**config.mk**
```make
export PLATFORM = sky130hd
export DESIGN_NAME = mem_ctrl
export DESIGN_NICKNAME = d
export VERILOG_FILES = /design/src/rtl/mem_ctrl_pkg.sv /design/src/rtl/mem_ctrl.sv
export SDC_FILE = /design/constraint.sdc
export NUM_CORES = 1
export LEC_CHECK = 0
export ABC_AREA = 1
export CAP_MARGIN = 25
export CORE_AREA = 5 5 126 157
export CTS_CLUSTER_DIAMETER = 40
export DETAILED_ROUTE_END_ITERATION = 7
export DIE_AREA = 0 0 131 162
export GPL_ROUTABILITY_DRIVEN = 0
export PLACE_DENSITY = 0.91
export SETUP_SLACK_MARGIN = 0.3
export SLEW_MARGIN = 20
export SYNTH_ARGS = -nofsm -noshare
export SYNTH_HDL_FRONTEND = slang
export SYNTH_SLANG_ARGS = --single-unit
export TNS_END_PERCENT = 100
```
**constraint.sdc**
```tcl
create_clock -name clk -period 3.1 [get_ports clk]
set_input_delay 0.31 -clock clk [delete_from_list [all_inputs] [get_ports clk]]
set_output_delay 0.31 -clock clk [all_outputs]
set_load 0.05 [all_outputs]
```
**src/rtl/mem_ctrl_pkg.sv**
```systemverilog
// Shared encodings for the byte-serialising memory controller.
package mem_ctrl_pkg;

  localparam logic [1:0] SIZE_B = 2'd0;
  localparam logic [1:0] SIZE_H = 2'd1;
  localparam logic [1:0] SIZE_W = 2'd2;

  typedef enum logic [1:0] {
    IDLE = 2'd0,
    RD   = 2'd1,
    WR   = 2'd2,
    DONE = 2'd3
  } state_t;

  typedef enum logic {
    OWN_IF  = 1'b0,
    OWN_MEM = 1'b1
  } owner_t;

  // Byte count for a data access; the reserved encoding behaves as a word.
  function automatic logic [2:0] size_bytes(input logic [1:0] size);
    case (size)
      SIZE_B:  size_bytes = 3'd1;
      SIZE_H:  size_bytes = 3'd2;
      default: size_bytes = 3'd4;
    endcase
  endfunction

endpackage

```
**src/rtl/mem_ctrl.sv**
```systemverilog
// Arbitrates IF and MEM 32-bit accesses onto a byte-wide synchronous RAM,
// serialising each access into 1, 2 or 4 byte transactions. MEM wins ties.
module mem_ctrl
  import mem_ctrl_pkg::*;
(
  input  logic        clk,
  input  logic        rst,
  input  logic        if_req,
  input  logic [31:0] if_addr,
  output logic [31:0] if_data,
  output logic        if_done,
  output logic        stallreq_from_if,
  input  logic        mem_req,
  input  logic        mem_we,
  input  logic [1:0]  mem_size,
  input  logic [31:0] mem_addr,
  input  logic [31:0] mem_wdata,
  output logic [31:0] mem_rdata,
  output logic        mem_done,
  output logic        stallreq_from_mem,
  output logic [31:0] ram_addr,
  output logic [7:0]  ram_dout,
  output logic        ram_wr,
  input  logic [7:0]  ram_din
);

  state_t      state;
  owner_t      owner;
  logic [2:0]  cnt;
  logic [2:0]  n;
  logic [31:0] wbuf;
  logic [31:0] asm_q;
  logic [1:0]  lane;
  logic [31:0] rd_word;

  // ram_din returns the byte addressed one cycle earlier, i.e. lane cnt-1.
  assign lane = cnt[1:0] - 2'd1;

  always_comb begin
    rd_word = asm_q;
    rd_word[{lane, 3'b000} +: 8] = ram_din;
  end

  assign stallreq_from_if  = if_req  & ~(state == DONE && owner == OWN_IF);
  assign stallreq_from_mem = mem_req & ~(state == DONE && owner == OWN_MEM);

  always_ff @(posedge clk) begin
    if (rst) begin
      state     <= IDLE;
      owner     <= OWN_IF;
      cnt       <= '0;
      n         <= '0;
      wbuf      <= '0;
      asm_q     <= '0;
      if_data   <= '0;
      mem_rdata <= '0;
      if_done   <= 1'b0;
      mem_done  <= 1'b0;
      ram_wr    <= 1'b0;
      ram_addr  <= '0;
      ram_dout  <= '0;
    end else begin
      if_done  <= 1'b0;
      mem_done <= 1'b0;
      case (state)
        IDLE: begin
          cnt   <= '0;
          asm_q <= '0;
          if (mem_req) begin
            owner    <= OWN_MEM;
            n        <= size_bytes(mem_size);
            ram_addr <= mem_addr;
            if (mem_we) begin
              state    <= WR;
              ram_wr   <= 1'b1;
              ram_dout <= mem_wdata[7:0];
              wbuf     <= {8'h00, mem_wdata[31:8]};
            end else begin
              state <= RD;
            end
          end else if (if_req) begin
            owner    <= OWN_IF;
            n        <= 3'd4;
            ram_addr <= if_addr;
            state    <= RD;
          end
        end
        RD: begin
          cnt <= cnt + 3'd1;
          if (cnt != 3'd0) asm_q[{lane, 3'b000} +: 8] <= ram_din;
          // The final cycle only collects the last byte; the address holds.
          if (cnt + 3'd1 < n) ram_addr <= ram_addr + 32'd1;
          if (cnt == n) begin
            state    <= DONE;
            cnt      <= '0;
            ram_addr <= '0;
            if (owner == OWN_IF) begin
              if_data <= rd_word;
              if_done <= 1'b1;
            end else begin
              mem_rdata <= rd_word;
              mem_done  <= 1'b1;
            end
          end
        end
        WR: begin
          if (cnt == n - 3'd1) begin
            state    <= DONE;
            cnt      <= '0;
            ram_wr   <= 1'b0;
            ram_addr <= '0;
            ram_dout <= '0;
            mem_done <= 1'b1;
          end else begin
            cnt      <= cnt + 3'd1;
            ram_addr <= ram_addr + 32'd1;
            ram_dout <= wbuf[7:0];
            wbuf     <= wbuf >> 8;
          end
        end
        default: begin
          state <= IDLE;
          cnt   <= '0;
        end
      endcase
    end
  end

endmodule

```
==> reports/summary.txt <==
Setup Viol. Count Final: 0
clk sinks: 172
slowest cell on the critical path: dfxtp_1
Bufs and invs on worst path: 2
share of cells above drive strength 1: 4.747%
CP arrival: 2900 ps
setup TNS: 0 ps
root buffer cell: clkbuf_16
outcome: complete, no violations
setup repair bufs after CTS: 0
post-route ant nets: 0
die width: 131 um
post-synthesis mux area share: 0%
vias in the first global route: 9257
drt pass-1 iters: 7
Logic pwr share: 45.9%
Synth Warn #: 0
H-Tree Depth: 4
Die ar.: 21220 sq um
asr flop ratio synth: 0%
Worst-path clk slew: 70 ps
final worst-path cycle share: 83.11%
RSZ-0062 raised after global routing: false
LEAKAGE: 4.390 nW
Synth Area in Compound Gates: 15.59%
fill count: 1529
core area: 18030 sq um
most frequent cells in the layout: 406 x nand2_1, 216 x clkdlybuf4s50_1, 178 x nor2_1, 171 x dfxtp_1, 155 x a21oi_1
Simple-Gate Fraction of Synth Area: 33.72%
worst skew pair latency: 440 ps
Synthesized Nets: 1497
Flop pwr share: 31.2%
Main synth FF type: dfxtp_1
P per Cell Area: 808.8 nW/um^2
Boundary Pins: 220
die height: 162 um
Routed WL: 28330 um
Pwr Total: 9.465 mW
post-route minimum period: 2576 ps
CTS Buf Count: 17
Fmax achieved: 388.2 MHz
Worst VDD drop: 0.0004722 V
nets@finish: 1673
DRC Markers: 0
delay-heaviest family, CP: adder cells
standard-cell rows: 55
IO buf count: 219
Vias/cell: 5.488
Crit. End Element: flop
Synth cell types: 35
Yosys reg bits: 172
number of hold violations in the final report: 0
Post-Syn Area: 8867 sq um
min-delay worst type: in -> reg
register area share after synthesis: 38.83%
Avg Inst Size Synth: 6.472 sq um
sw frac: 46.63%
Starting Density: 49.18%
main combinational cell family by area after synthesis: simple AND/OR/NAND/NOR gates
Adder-Cell Fraction of Synth Area: 2.258%
Slew Limit Fails: 0
CP required: 3420 ps
Setup CP Type: reg -> reg
most common cell after layout, fill and taps aside: nand2_1
cell-by-cell trace of the critical path: inv_1, ha_1, ha_1, nand2_1, o21ai_0, nand3_2, nand2_2, inv_2, o21ai_0, nor2_1
max cap viols: 0
worst-path fanout max: 24
Switching Power: 4.414 mW
CTS tree: yes
startpoint types: flop
first-pass GRT wire length: 44240 um
number of antenna violations at the first check in global routing: 2
Core Util, Final: 64.91%
Placed Cells: 1755
Least-Margin Pin Slew: 957.7 ps
Starting DRT DRC Count: 1039
gr usage total: 25.58%
Post-synth EDFFs: 0
Clock Power Share: 22.9%
vias: 9813
Post-Syn Instances: 1370
clk buf depth: 2
normalized max-slew margin: 36.08%
Pint: 5.051 mW
area delta synth->final: 31.97%
xor and xnor area share after synthesis: 0.6914%
skew final: 10.16 ps
post-DP HPWL: 20010 um
Cell Count, Final, Fillers Out: 1788
wire length per cell: 15.84 um
CP max stage delay: 450 ps
grt ovf: 0
largest net degree at the start of global routing: 78
==> worst paths after layout <==
kind	from	endpoint	slack, ps	depth (start not counted)
max	cnt[1]	ram_addr[28]	520	10
min reg2reg	if_data[31]	if_data[31]	460	2
min	mem_wdata[26]	wbuf[18]	440	3
max reg2reg	cnt[1]	ram_addr[28]	520	10
==> logic make-up (layout without fill, tap and decap cells) <==
logic type / after synthesis / in the layout
other: 0 / 1
AOI/OAI and AO/OA: 264 / 264
and+or+nand+nor: 732 / 732
buffers and inverters: 179 / 368
xor gates and xnor gates: 7 / 7
adders and majority gates: 16 / 16
DFF: 172 / 172
==> sequential cells by signal (all words and copies together), names as in the netlist <==
name and flops:
asm_q 32, cnt 3, if_data 32, if_done 1
mem_done 1, mem_rdata 32, n 3, owner 1
ram_addr 32, ram_dout 8, ram_wr 1, state 2
wbuf 24
==> what timing repair did <==
| item | in CTS | in global routing |
|---|---|---|
| setup endpoints to repair | 0 | 13 |
| hold buffers | 0 | 0 |
| gates resized for setup | 0 | 1 |
==> final cells by class <==
type	count	area, sq um	share of cell area [%]
diodes	1	2.502	0.02138
multi-input cells	1019	4647	39.71
clock inverters	15	172.7	1.475
inverters	100	375.4	3.208
repair buffers	236	2350	20.08
flip-flops and latches	172	3445	29.43
clock buffers	17	425.4	3.635
well taps	228	285.3	2.438
==> power by group through the flow <==
stage	clock network, mW	logic (mW)	registers (mW)
after floorplan	0	2.22	3.80
after global placement	0	4.22	2.96
after detailed placement	0	4.31	2.98
after CTS	2.18	4.33	2.94
after global routing	2.28	4.71	3.00
final	2.17	4.35	2.95
==> metrics by stage <==
stage	setup slack, ps	instance area, sq um	hold slack, ps
finish	523.7	11700	443.4
global route	329.7	11700	446.8
CTS	423.7	11700	435.9
detailed placement	455.1	11100	453.9
global placement	617.6	11100	448.0
floorplan	962.1	8867	439.4
==> layer usage <==
layer  part of all wire, %  routed length, um  vias up  track usage (%)
met4                   4.4               1251        2            13.52
met3                   8.1               2292       88            4.868
met1                    37              10500     4464            29.29
met2                    50              14270      475            44.32
met5                 0.039                 11        -                0
li1                      -                  -     4784                -
==> cells in the mapped netlist, drive strengths merged, types with 4 or more instances <==
library cell,count,area share (%)
a21oi,157,8.9
a31oi,8,0.56
buf,36,2.8
clkbuf,43,1.8
dfxtp,172,39
ha,16,2.3
inv,99,4.2
nand2,411,18
nand3,132,7.7
nor2,182,7.9
o21ai,68,3.9
o22ai,24,1.7
o31ai,4,0.34
xor2,6,0.59
==> tightest hold or removal path: stages <==
cell and delay, ps:
clkdlybuf4s50_1 390, nand2_1 60, a21oi_1 60
No activity file was read; power rests on OpenSTA's default activity.
